==> config.mk <==
export PLATFORM = sky130hd
export DESIGN_NAME = v_issue_scheduler
export DESIGN_NICKNAME = d
export VERILOG_FILES = /design/src/rtl/v_issue_scheduler_pkg.sv /design/src/rtl/v_sched_fifo.sv /design/src/rtl/v_issue_scheduler.sv
export SDC_FILE = /design/constraint.sdc
export NUM_CORES = 1
export LEC_CHECK = 0
export ABC_AREA = 1
export BUFFER_PORTS_ARGS = -buffer_cell sky130_fd_sc_hd__buf_2
export CORE_UTILIZATION = 40
export CTS_BUF_LIST = sky130_fd_sc_hd__clkbuf_2
export CTS_CLUSTER_SIZE = 24
export DETAILED_ROUTE_END_ITERATION = 6
export SLEW_MARGIN = 20
export SYNTH_ARGS = -nofsm -noshare
export SYNTH_HDL_FRONTEND = slang
export SYNTH_SLANG_ARGS = --single-unit
==> constraint.sdc <==
create_clock -name clk -period 8.1 [get_ports clk]
set_input_delay 1.62 -clock clk [delete_from_list [all_inputs] [get_ports clk]]
set_output_delay 1.62 -clock clk [all_outputs]
set_load 0.05 [all_outputs]
==> src/rtl/v_issue_scheduler_pkg.sv <==
// Shared definitions for the vector issue scheduler.
//   - RVV major opcodes, funct3 categories and memory addressing modes (mop)
//   - issue-class bit indices used on the one-hot V_CU valid/ready vectors
//   - queue entry layout (instruction plus its two scalar operands)
package v_issue_scheduler_pkg;

  localparam logic [6:0] v_st_opcode    = 7'b0100111;
  localparam logic [6:0] v_ld_opcode    = 7'b0000111;
  localparam logic [6:0] v_arith_opcode = 7'b1010111;

  localparam logic [2:0] OPIVV = 3'b000;
  localparam logic [2:0] OPFVV = 3'b001;
  localparam logic [2:0] OPMVV = 3'b010;
  localparam logic [2:0] OPIVI = 3'b011;
  localparam logic [2:0] OPIVX = 3'b100;
  localparam logic [2:0] OPFVF = 3'b101;
  localparam logic [2:0] OPMVX = 3'b110;
  localparam logic [2:0] OPCFG = 3'b111;

  localparam logic [1:0] unit_stride   = 2'b00;
  localparam logic [1:0] idx_unordered = 2'b01;
  localparam logic [1:0] strided       = 2'b10;
  localparam logic [1:0] idx_ordered   = 2'b11;

  // Bit position of each issue class in instr_vld_o / instr_rdy_i.
  typedef enum logic [3:0] {
    CLS_STORE     = 4'd0,
    CLS_STORE_IDX = 4'd1,
    CLS_LOAD      = 4'd2,
    CLS_LOAD_IDX  = 4'd3,
    CLS_OPIVV     = 4'd4,
    CLS_OPIVI     = 4'd5,
    CLS_OPIVX     = 4'd6,
    CLS_OPMVV     = 4'd7,
    CLS_OPMVV_101 = 4'd8,
    CLS_OPMVX     = 4'd9,
    CLS_OPMVX_101 = 4'd10,
    CLS_OPCFG     = 4'd11
  } v_class_e;

  localparam int unsigned NUM_CLASSES = 12;

  typedef struct packed {
    logic [31:0] instr;
    logic [31:0] rs1;
    logic [31:0] rs2;
  } v_entry_t;

endpackage

==> src/rtl/v_sched_fifo.sv <==
// Generic synchronous FIFO with synchronous flush.
//   clk, rstn      clock / asynchronous active-low reset (control state only)
//   flush_i        empties the FIFO at the clock edge; a same-cycle push is dropped
//   push_i/wdata_i write request (ignored while full)
//   pop_i          read request (ignored while empty)
//   rdata_o        entry at the head (registered storage, no bypass)
//   full_o/empty_o occupancy flags from the count register
module v_sched_fifo #(
  parameter int unsigned DATA_W = 96,
  parameter int unsigned DEPTH  = 4
) (
  input  logic              clk,
  input  logic              rstn,
  input  logic              flush_i,
  input  logic              push_i,
  input  logic              pop_i,
  input  logic [DATA_W-1:0] wdata_i,
  output logic [DATA_W-1:0] rdata_o,
  output logic              full_o,
  output logic              empty_o
);

  localparam int unsigned PTR_W = $clog2(DEPTH);
  localparam int unsigned CNT_W = $clog2(DEPTH + 1);

  logic [DATA_W-1:0] mem_q [DEPTH];
  logic [PTR_W-1:0]  wr_ptr_q, wr_ptr_d;
  logic [PTR_W-1:0]  rd_ptr_q, rd_ptr_d;
  logic [CNT_W-1:0]  count_q, count_d;
  logic              do_push, do_pop;

  assign full_o  = (count_q == CNT_W'(DEPTH));
  assign empty_o = (count_q == '0);
  assign do_push = push_i && !full_o;
  assign do_pop  = pop_i && !empty_o;
  assign rdata_o = mem_q[rd_ptr_q];

  // Pointers wrap naturally because DEPTH is a power of two.
  always_comb begin
    wr_ptr_d = wr_ptr_q;
    rd_ptr_d = rd_ptr_q;
    count_d  = count_q;
    if (flush_i) begin
      wr_ptr_d = '0;
      rd_ptr_d = '0;
      count_d  = '0;
    end else begin
      if (do_push) wr_ptr_d = wr_ptr_q + PTR_W'(1);
      if (do_pop)  rd_ptr_d = rd_ptr_q + PTR_W'(1);
      case ({do_push, do_pop})
        2'b10:   count_d = count_q + CNT_W'(1);
        2'b01:   count_d = count_q - CNT_W'(1);
        default: count_d = count_q;
      endcase
    end
  end

  always_ff @(posedge clk or negedge rstn) begin
    if (!rstn) begin
      wr_ptr_q <= '0;
      rd_ptr_q <= '0;
      count_q  <= '0;
    end else begin
      wr_ptr_q <= wr_ptr_d;
      rd_ptr_q <= rd_ptr_d;
      count_q  <= count_d;
    end
  end

  // Storage is never reset; empty_o guards every consumer of rdata_o.
  always_ff @(posedge clk) begin
    if (do_push && !flush_i) mem_q[wr_ptr_q] <= wdata_i;
  end

endmodule

==> src/rtl/v_issue_scheduler.sv <==
// Vector issue scheduler: buffers vector instructions with rs1/rs2, decodes
// the head into a one-hot issue class and hands it to V_CU (and M_CU for
// loads/stores).
//   clk, rstn                      clock / asynchronous active-low reset
//   flush_i                        drop all queued entries
//   vector_vld_i/vector_rdy_o      scalar-core push handshake
//   vector_instr_i, rs1_i, rs2_i   pushed instruction and operands
//   instr_vld_o/instr_rdy_i        one-hot per-class issue handshake to V_CU
//   vector_instr_o, rs1_o, rs2_o   head entry (zero while empty)
//   ld_vld_o/ld_rdy_i              load handshake to M_CU
//   ld_buffered_i                  one outstanding load finished buffering
//   st_vld_o/st_rdy_i              store handshake to M_CU
//   illegal_o                      head dropped as undecodable
//   outst_ld_o                     loads issued but not yet buffered
module v_issue_scheduler
  import v_issue_scheduler_pkg::*;
#(
  parameter int unsigned DEPTH        = 4,
  parameter int unsigned NUM_UNITS    = 12,
  parameter int unsigned MAX_OUTST_LD = 4
) (
  input  logic                              clk,
  input  logic                              rstn,
  input  logic                              flush_i,
  input  logic                              vector_vld_i,
  input  logic [31:0]                       vector_instr_i,
  input  logic [31:0]                       rs1_i,
  input  logic [31:0]                       rs2_i,
  output logic                              vector_rdy_o,
  output logic [NUM_UNITS-1:0]              instr_vld_o,
  input  logic [NUM_UNITS-1:0]              instr_rdy_i,
  output logic [31:0]                       vector_instr_o,
  output logic [31:0]                       rs1_o,
  output logic [31:0]                       rs2_o,
  output logic                              ld_vld_o,
  input  logic                              ld_rdy_i,
  input  logic                              ld_buffered_i,
  output logic                              st_vld_o,
  input  logic                              st_rdy_i,
  output logic                              illegal_o,
  output logic [$clog2(MAX_OUTST_LD+1)-1:0] outst_ld_o
);

  localparam int unsigned OUTST_W = $clog2(MAX_OUTST_LD + 1);

  // Counter update: a buffered pulse with nothing outstanding is ignored.
  function automatic logic [OUTST_W-1:0] outst_next(input logic [OUTST_W-1:0] cnt,
                                                   input logic inc, input logic dec);
    logic dec_eff;
    dec_eff = dec && (cnt != '0);
    if (inc && !dec_eff)      return cnt + OUTST_W'(1);
    else if (dec_eff && !inc) return cnt - OUTST_W'(1);
    else                      return cnt;
  endfunction

  v_entry_t            entry_in, head;
  logic                fifo_full, fifo_empty, pop;
  v_class_e            cls;
  logic                is_ld, is_st, head_illegal;
  logic                ld_block, issue_ok, fire, ld_fire;
  logic [OUTST_W-1:0]  outst_q, outst_d;

  assign entry_in = '{instr: vector_instr_i, rs1: rs1_i, rs2: rs2_i};

  v_sched_fifo #(
    .DATA_W ($bits(v_entry_t)),
    .DEPTH  (DEPTH)
  ) u_fifo (
    .clk     (clk),
    .rstn    (rstn),
    .flush_i (flush_i),
    .push_i  (vector_vld_i),
    .pop_i   (pop),
    .wdata_i (entry_in),
    .rdata_o (head),
    .full_o  (fifo_full),
    .empty_o (fifo_empty)
  );

  // Readiness depends only on occupancy, so a full FIFO refuses a push even
  // when the head pops in the same cycle.
  assign vector_rdy_o   = !fifo_full;
  assign vector_instr_o = fifo_empty ? '0 : head.instr;
  assign rs1_o          = fifo_empty ? '0 : head.rs1;
  assign rs2_o          = fifo_empty ? '0 : head.rs2;

  // Head decode
  always_comb begin
    cls          = CLS_OPIVV;
    is_ld        = 1'b0;
    is_st        = 1'b0;
    head_illegal = 1'b0;
    if (!fifo_empty) begin
      case (head.instr[6:0])
        v_st_opcode: begin
          is_st = 1'b1;
          case (head.instr[27:26])
            unit_stride, strided:       cls = CLS_STORE;
            idx_unordered, idx_ordered: cls = CLS_STORE_IDX;
            default:                    cls = CLS_STORE;
          endcase
        end
        v_ld_opcode: begin
          is_ld = 1'b1;
          case (head.instr[27:26])
            unit_stride, strided:       cls = CLS_LOAD;
            idx_unordered, idx_ordered: cls = CLS_LOAD_IDX;
            default:                    cls = CLS_LOAD;
          endcase
        end
        v_arith_opcode: begin
          case (head.instr[14:12])
            OPIVV:   cls = CLS_OPIVV;
            OPIVI:   cls = CLS_OPIVI;
            OPIVX:   cls = CLS_OPIVX;
            OPMVV:   cls = (head.instr[31:29] == 3'b101) ? CLS_OPMVV_101 : CLS_OPMVV;
            OPMVX:   cls = (head.instr[31:29] == 3'b101) ? CLS_OPMVX_101 : CLS_OPMVX;
            OPCFG:   cls = CLS_OPCFG;
            default: head_illegal = 1'b1;   // OPFVV / OPFVF: no FP unit behind this scheduler
          endcase
        end
        default: head_illegal = 1'b1;
      endcase
    end
  end

  // Issue: valids are built from state and flush only, never from a ready.
  assign ld_block = is_ld && (outst_q == OUTST_W'(MAX_OUTST_LD));
  assign issue_ok = !fifo_empty && !head_illegal && !flush_i && !ld_block;

  always_comb begin
    instr_vld_o = '0;
    if (issue_ok) instr_vld_o = NUM_UNITS'(1) << cls;
  end

  assign ld_vld_o  = issue_ok && is_ld;
  assign st_vld_o  = issue_ok && is_st;
  assign illegal_o = head_illegal && !flush_i;

  // Memory classes need V_CU and M_CU to accept in the same cycle.
  assign fire    = (|(instr_vld_o & instr_rdy_i)) && (!is_ld || ld_rdy_i) && (!is_st || st_rdy_i);
  assign ld_fire = fire && is_ld;
  assign pop     = fire || illegal_o;

  // Outstanding-load counter
  assign outst_d    = outst_next(outst_q, ld_fire, ld_buffered_i);
  assign outst_ld_o = outst_q;

  always_ff @(posedge clk or negedge rstn) begin
    if (!rstn) outst_q <= '0;
    else       outst_q <= outst_d;
  end

endmodule

==> results of run 1 <==
flip-flops by register name, indices dropped and copies added, names as in the netlist:
signal	flops
outst_ld_o	3
u_fifo.count_q	3
u_fifo.mem_q	384
u_fifo.rd_ptr_q	2
u_fifo.wr_ptr_q	2
cell type report:
type | count | area, um^2 | area share, %
timing repair buffer | 244 | 1260 | 6.75
sequential | 394 | 11800 | 63.2
clock buffer | 142 | 711 | 3.81
tap | 525 | 657 | 3.52
antenna | 6 | 15.0 | 0.0805
clock inverter | 16 | 72.6 | 0.389
multi-input combinational | 868 | 3970 | 21.3
inverter | 48 | 186 | 0.999
per-layer routing:
metal	track usage, %	part of all wire, %	up-vias
met1	23.8	44	5310
met4	6.61	2.0	14
li1	-	-	5413
met5	0	0.20	-
met2	29.5	46	346
met3	6.31	7.6	80
report_power, final:
part           total, mW  switching [mW]  internal, mW
clock network       1.20           0.741         0.461
registers           2.42          0.0628          2.36
logic               2.69            2.15         0.539
total               6.32            2.96          3.36
cell usage after synthesis, drive strengths merged:
cell / n
nor2: 388
edfxtp: 384
o21ai: 170
nand2: 144
a21oi: 91
clkbuf: 50
inv: 48
nand3: 45
buf: 25
nand4: 12
dfrtp: 10
ha: 5
nor3: 3
fa: 2
xnor2: 2
a31oi: 1
a32oi: 1
mux2: 1
o221a: 1
or2: 1
xor2: 1
placed cells by master (no fill, tap or decap), drive strengths merged, types with 3 or more instances in the layout:
cell type | synthesis | layout
nor2 | 388 | 388
edfxtp | 384 | 384
buf | 25 | 244
o21ai | 170 | 170
nand2 | 144 | 144
clkbuf | 50 | 142
a21oi | 91 | 91
inv | 48 | 49
nand3 | 45 | 45
clkinv | 0 | 14
nand4 | 12 | 12
dfrtp | 10 | 10
diode | 0 | 6
ha | 5 | 5
nor3 | 3 | 3
worst max-delay path, cell delays in order, from the launching register on:
cell,delay [ns]
dfrtp_4,0.84
clkinv_2,0.73
nand3_1,0.28
nand2_1,0.14
nor2_4,0.14
nand4_1,0.15
nand2_1,0.18
nand4_2,0.20
nor2_2,0.20
inv_1,0.10
nor3_1,0.13
buf_2,0.29
metrics by stage:
step	cell area, um^2	hold WS [ns]	std cells
2_1_floorplan	16200	0.492	1385
4_1_cts	18600	0.425	2237
3_5_place_dp	17900	0.544	2079
3_3_place_gp	17900	0.526	2079
5_1_grt	18700	0.435	2242
6_report	18700	0.555	2243
cells by family (layout without fill, tap and decap cells):
family,Yosys count,in the layout,share of synthesized area [%]
flops,394,394,72.6
mux,1,1,0.0694
other cells,0,6,0
fa+ha+maj,7,7,0.633
compound gates,264,264,8.26
buf+inv,123,450,3.14
xor+xnor,3,3,0.162
simple gates,593,593,15.1
worst max path at each step:
stage / endpoint / from / cells past startpoint
after floorplan: u_fifo.mem_q[0][0] / vector_vld_i / 4
after detailed placement: instr_vld_o[5] / u_fifo.rd_ptr_q[1] / 11
after global routing: instr_vld_o[5] / u_fifo.rd_ptr_q[1] / 11
after global placement: instr_vld_o[1] / u_fifo.rd_ptr_q[1] / 13
after CTS: instr_vld_o[5] / u_fifo.rd_ptr_q[1] / 11
final: instr_vld_o[5] / u_fifo.rd_ptr_q[1] / 11
==> reports/metrics.csv, run 1 <==
metric,value,unit
gp_congestion,0.869,
arrival,4.28,ns
drtAntennaViolNets,0,
reg2reg_from,u_fifo.rd_ptr_q[1],
ios,230,
fillers,3711,
timing.final.hold_violations,0,
drv_slew,0,
post-route-period-util,72.9,%
drt_iter0_drc,824,
dr.pass1.iters,5,
fin_worst_skew,0.100,ns
routedWlPerCell,17.3,um
syn_inst,1385,
clkLatencyLatePin,0.98,ns
cp_max_fo,50,
clk_pin_slew,0.11,ns
worstReg2RegEnd,outst_ld_o[2],
postSynthAreaPerCell,11.7,um^2
worstMarginPinSlew,1.11,ns
rsz0062_at_grt,no,
drt-total-wl,38700,um
hp-class,in2async,
cts_made_buffers,99,
clk_path_buf_depth,3,
power_density,339,nW/um^2
period_needed,5.90,ns
htreeDepth,3,
cts_tree,built,
slew_headroom,26.2,%
remaining_drc_errors,0,
ctsRootBufferMaster,clkbuf_2,
syn_area,16200,um^2
grt_pass1_vias,10819,
maxCapViolations,0,
fp.dieH,203,um
rrSetupSlack,3.54,ns
yosysWarnings,0,
setup_viol,0,
die_area,41400,um^2
yosysSeqAreaShare,72.6,%
grt_use_total,18.6,%
synthesis.nets,1507,
cts_hold_buf,0,
portBuffers,229,
finalSetupTns,0,ns
ys_ff_latch,394,
cts_setup_buffers,0,
grt_max_degree,101,
ff2ff_path_depth,23,
fmax,169,MHz
dpl.hpwl,21500,um
required,6.48,ns
routed_via_density,4.98,
start_util,40.7,%
core-area,39800,um^2
yosys.area.top_type,edfxtp_1,
die_w,203,um
ys_types,36,
pre_cts_slack,3.07,ns
ir_drop,0.215,mV
placementRows,73,
clock_sinks,394,
p_leak,7.23,nW
antenna_found_initial,13,
layout.nets,1777,
setup.worst_path.start_class,flop,
fin_ws,2.20,ns
cts_resized,0,
worstSetupEndpointType,primary output,
vias,11163,
drive_gt1_share,25.5,%
worstSetupPathType,reg2out,
status,finished clean,
synth_top_cell_area_share,71.1,%
grt_pass1_wl,59300,um
yosys-top-cells-area,"edfxtp_1 71%, nor2_1 8.7%, o21ai_0 5.2%",
overflow,0,
p_total,6.32,mW
fin_util,46.8,%
area_delta_synth_final,15.0,%
No activity file was read; power rests on OpenSTA's default activity.
==> run 2: changes to the inputs <==
Settings changed: ABC_AREA 1 to 0.
Clock period 8.1 ns to 5 ns, I/O delays scaled along.
==> run 2 against run 1 <==
  * Sequential cell count unchanged
  * Critical path depth shrank 2
  * Sequential power increased by 61%
  * Largest cell class unchanged
  * Clock skew down 0.057 ns
  * Worst setup slack got worse by 2.0 ns
  * Final cell count shrank 26%
  * Area after synthesis decreased by 3.4%
==> reports/metrics.csv, run 2 <==
metric,value,unit
fp.dieH,200,um
seqPwrFrac,40.2,%
portBuffers,229,
top_register,u_fifo.mem_q,
ios,230,
layout.nets,1191,
fillers,3338,
required,4.00,ns
status,finished clean,
maxCapViolations,0,
ys_types,57,
rrSetupSlack,0.84,ns
start_util,40.5,%
grt_pass1_vias,8779,
setup_viol,0,
synthFlopType,edfxtp_1,
p_comb_share,38.3,%
arrival,3.76,ns
setup.worst_path.start_class,flop,
period_needed,4.76,ns
drtAntennaViolNets,0,
placementRows,72,
worstSetupEndpointType,primary output,
fin_util,47.7,%
layout_common_cells,"384 x edfxtp_1, 226 x buf_2, 141 x clkbuf_2",
power_density,526,nW/um^2
die_w,200,um
dr.pass1.iters,4,
synth_adder_area_share,0.655,%
clkLatencyLatePin,0.95,ns
ctsRootBufferMaster,clkbuf_2,
ys_ff_latch,394,
largest_reg_flops,384,
ir_drop,0.305,mV
routed_via_density,4.95,
synthMuxAreaShare,14.1,%
vias,8215,
worstSetupPathType,reg2out,
synth_compound_area_share,1.61,%
overflow,0,
yosys.area_share.simple,6.65,%
post-route-period-util,95.2,%
p_switching,4.00,mW
cts_made_buffers,101,
synth_top_cells_by_count,"384 x edfxtp_1, 98 x nor2b_1, 96 x mux4_2",
fin_worst_skew,0.0431,ns
die_area,40000,um^2
routedWlPerCell,19.4,um
synth_top_cell_area_share,73.6,%
yosys-top-cells-area,"edfxtp_1 74%, mux4_2 14%, nor2b_1 3.9%",
timing.final.hold_violations,0,
cts_tree,built,
cp_max_fo,8,
final_common_cell,edfxtp_1,
place_area,17400,um^2
clk_path_buf_depth,3,
clock_sinks,394,
drv_slew,0,
syn_inst,755,
area_delta_synth_final,17.6,%
syn_area,15700,um^2
synth_xor_area_share,0.423,%
slew_headroom,32.5,%
internal_power,5.69,mW
yosys.area.top_type,edfxtp_1,
grt_use_total,16.5,%
async_reset_ff_share,2.54,%
regArea,11800,um^2
whs,0.232,ns
dpl.hpwl,18500,um
p_total,9.69,mW
fmax,210,MHz
p_leak,6.48,nW
remaining_drc_errors,0,
synth.most_common_cell,edfxtp_1,
clk_pin_slew,0.11,ns
worstMarginPinSlew,1.01,ns
postSynthAreaPerCell,20.7,um^2
rsz0062_at_grt,no,
gp_congestion,0.769,
yosysWarnings,0,
synth_top_family_by_area,multiplexers,
synth_enable_flop_cells,384,
final_area,18400,um^2
hp-class,in2reg,
clkPwrFrac,21.5,%
core-area,38600,um^2
multi_input_area,3740,um^2
synthesis.nets,877,
drive_gt1_share,45.2,%
htreeDepth,3,
drt-total-wl,32100,um
drt_iter0_drc,382,
yosysSeqAreaShare,75.2,%
grt_max_degree,97,
antenna_found_initial,10,
grt_pass1_wl,48900,um
switching_share,41.3,%
## run 2: cell types whose count changed in the layout (fill, tap and decap cells not counted), sizes merged, moves of 85 or more
| cell | previous run | this run |
|---|---|---|
| a21oi | 91 | 6 |
| mux4 | 0 | 96 |
| nand2 | 144 | 11 |
| nor2 | 388 | 26 |
| nor2b | 0 | 98 |
| o21ai | 170 | 5 |
## run 2: cell type report
| type | count | area share, % |
|---|---|---|
| Sequential cell | 394 | 64.0 |
| Multi-Input combinational cell | 315 | 20.3 |
| Timing Repair Buffer | 249 | 7.23 |
| Clock buffer | 141 | 3.83 |
| Tap cell | 518 | 3.52 |
| Clock inverter | 30 | 0.910 |
| Inverter | 8 | 0.163 |
| Antenna cell | 4 | 0.0543 |
## run 2: critical path: stages, from the launching register on
cell,delay [ns]
dfrtp_4,0.51
clkbuf_4,0.19
buf_4,0.17
mux4_2,0.35
nand4b_2,0.29
nor3_4,0.27
nand2_1,0.12
or4_4,0.56
nor2_1,0.11
clkbuf_4,0.23
## run 2: routing by layer
| layer | share of wire (%) | wire length (um) | GRT usage (%) |
|---|---|---|---|
| met5 | 0.18 | 57 | 0 |
| met1 | 43 | 13700 | 20.2 |
| met4 | 1.4 | 439 | 6.81 |
| met2 | 49 | 15600 | 26.6 |
| met3 | 7.3 | 2360 | 5.98 |
## run 2: worst paths after layout
path / cells past startpoint / end / start
worst max-delay path: 9 / instr_vld_o[9] / u_fifo.rd_ptr_q[0]
worst min-delay path: 1 / u_fifo.mem_q[1][18] / rs2_i[18]
worst max register to register: 16 / u_fifo.count_q[1] / u_fifo.rd_ptr_q[0]
worst min register to register: 1 / outst_ld_o[2] / outst_ld_o[2]
max in group asynchronous: 2 / u_fifo.rd_ptr_q[1] / rstn
min in group asynchronous: 2 / u_fifo.rd_ptr_q[0] / rstn
## run 2: what timing repair did
action	CTS	global route
gates resized for setup	0	5
endpoints found under the hold margin	10	0
endpoints found under the setup margin	2	3
hold buffers	1	0
cloned	0	0
buffers inserted	4	2
## run 2: cells by family (layout without fill, tap and decap cells)
family | after synthesis | in the layout
mux | 101 | 101
other cells | 0 | 4
flops | 394 | 394
xor+xnor | 6 | 6
simple gates | 172 | 172
buf+inv | 46 | 428
fa+ha+maj | 7 | 7
compound gates | 29 | 29
## run 2: through the flow
| step | worst slack (ns) | cells | setup TNS (ns) |
|---|---|---|---|
| 3_5_place_dp | 0.863 | 1477 | 0 |
| 5_1_grt | 0.00150 | 1657 | 0 |
| 4_1_cts | 0.101 | 1653 | 0 |
| 2_1_floorplan | -0.663 | 755 | -254.40 |
| 6_report | 0.242 | 1659 | 0 |
| 3_3_place_gp | 0.975 | 1477 | 0 |
## run 2: power by group through the flow
stage / Sequential (mW) / Combinational, mW / Clock, mW
3_3_place_gp: 3.99 / 3.72 / 0
6_report: 3.90 / 3.71 / 2.08
5_1_grt: 3.92 / 3.96 / 2.36
2_1_floorplan: 4.01 / 2.80 / 0
3_5_place_dp: 4.00 / 3.72 / 0
4_1_cts: 3.91 / 3.75 / 2.19
==> run 3: changes to the inputs <==
Settings changed: BUFFER_PORTS_ARGS -buffer_cell sky130_fd_sc_hd__buf_2 to not set, CTS_CLUSTER_DIAMETER set to 150, DONT_BUFFER_PORTS set to 1.
==> run 3 against run 2 <==
  * First-iteration DRC count decreased by 24%
  * Final cell count decreased by 13%
  * Hold slack got worse by 0.060 ns
  * Die area unchanged
  * Combinational power decreased by 3%
  * Sequential power increased by 1%
  * Critical endpoint unchanged
  * Highest routed layer unchanged
==> reports/metrics.csv, run 3 (same netlist as run 2, synthesis figures left out) <==
metric,value,unit
status,finished clean,
remaining_drc_errors,0,
worstSetupPathType,reg2out,
dp_cells,1306,
htreeDepth,1,
period_needed,4.75,ns
fin_worst_skew,0.0538,ns
arrival,3.75,ns
use_met3,4.12,%
layout_common_cells,"384 x edfxtp_1, 98 x dlygate4sd3_1, 97 x nor2b_1",
required,4.00,ns
hp-class,in2reg,
setup_viol,0,
clk_pin_slew,0.40,ns
start_util,40.5,%
crit_chain,"mux4_2, or2_1, o22ai_2, nand2_1, or4_4, nor2_1, buf_4",
dpl.hpwl,18300,um
cp_max_fo,8,
globalRouteMet2Util,26.2,%
setup.worst_path.start_class,flop,
timing.final.hold_violations,0,
ctsRootBufferMaster,clkbuf_2,
top_register,u_fifo.mem_q,
gp_congestion,0.758,
fin_cells,1445,
ios,230,
grt_use_total,15.4,%
dr.pass1.iters,4,
core-area,38600,um^2
clk_path_buf_depth,3,
largest_reg_flops,384,
fillers,3270,
drive_gt1_share,24.6,%
cts_made_buffers,20,
slowest_delay,0.59,ns
drtAntennaViolNets,0,
fmax,210,MHz
drt_iter0_drc,289,
area_delta_synth_final,15.0,%
worstSetupEndpointType,primary output,
clock_sinks,394,
busiest_layer,met2,
crit_slowest_cell,dfrtp_4,
grt_pass1_vias,7758,
path_delay_family,simple AND/OR/NAND/NOR gates,
cts_tree,built,
drt-total-wl,31300,um
power_density,481,nW/um^2
p_leak,5.65,nW
maxCapViolations,0,
antenna_found_initial,8,
portBuffers,0,
ir_drop,0.269,mV
finalSetupTns,0,ns
layout.nets,1037,
p_total,8.67,mW
final_common_cell,edfxtp_1,
placementRows,72,
die_area,40000,um^2
cp_num_buf_inv,1,
die_w,200,um
vias,7476,
routed_via_density,5.17,
drv_slew,0,
clkLatencyLatePin,1.01,ns
worstMarginPinSlew,1.11,ns
fp.dieH,200,um
slew_headroom,25.9,%
routedWlPerCell,21.7,um
overflow,0,
grt_max_degree,58,
post-route-period-util,95.0,%
grt_pass1_wl,46400,um
globalRouteMet1Util,19.9,%
==> run 3: changes by cell type in the layout (fill, tap and decap cells not counted), sizes merged <==
cell / delta
inv: -1
clkbuf: -119
bufinv: -1
clkinv: -26
buf: -166
diode: +2
dlygate4sd3: +97
==> run 3: layout make-up <==
cell class | count | area, um^2 | area share (%)
repair buffers | 176 | 1610 | 8.92
diodes | 6 | 15.0 | 0.0833
clock buffers | 26 | 130 | 0.722
inverters | 8 | 30.0 | 0.167
well taps | 518 | 648 | 3.60
flip-flops and latches | 394 | 11800 | 65.4
multi-input cells | 315 | 3750 | 20.8
clock inverters | 2 | 46.3 | 0.257
==> run 3: routing by layer <==
layer  wire, um  vias up
li1           -     3345
met1      13300     3922
met5         27        -
met2      15500      169
met3       2080       36
met4        453        4
==> run 3: power by group <==
| group | switching, mW | internal [mW] | leakage, nW |
|---|---|---|---|
| Sequential | 0.129 | 3.83 | 3.61 |
| Combinational | 2.61 | 1.00 | 1.90 |
| Clock | 0.915 | 0.195 | 0.129 |
| Total | 3.65 | 5.02 | 5.65 |
==> run 3: worst paths after layout <==
kind / startpoint / endpoint / slack [ns] / depth (start not counted)
max: u_fifo.rd_ptr_q[0] / instr_vld_o[9] / 0.25 / 7
min: flush_i / u_fifo.count_q[1] / 0.17 / 2
max reg2reg: u_fifo.rd_ptr_q[0] / u_fifo.count_q[1] / 0.88 / 15
max in group asynchronous: rstn / u_fifo.rd_ptr_q[1] / 4.31 / 1
min in group asynchronous: rstn / outst_ld_o[0] / 0.34 / 1
min reg2reg: u_fifo.wr_ptr_q[1] / u_fifo.wr_ptr_q[1] / 0.61 / 2
==> run 3: per-stage QoR <==
stage / hold slack (ns) / worst slack (ns) / utilization [%] / area [um^2]
6_report: 0.171 / 0.248 / 46.6 / 18000
5_1_grt: 0.0162 / -0.00700 / 46.6 / 18000
4_1_cts: 0.0260 / 0.0366 / 46.4 / 17900
3_5_place_dp: 0.573 / 0.664 / 43.3 / 16700
3_3_place_gp: 0.562 / 0.763 / 43.3 / 16700
2_1_floorplan: 0.543 / -0.663 / - / 15700
==> run 3: timing repair <==
item	CTS	global route
buffers inserted	4	3
setup endpoints to repair	15	4
hold endpoints to repair	398	0
resized for setup	0	1
hold buffers	98	0
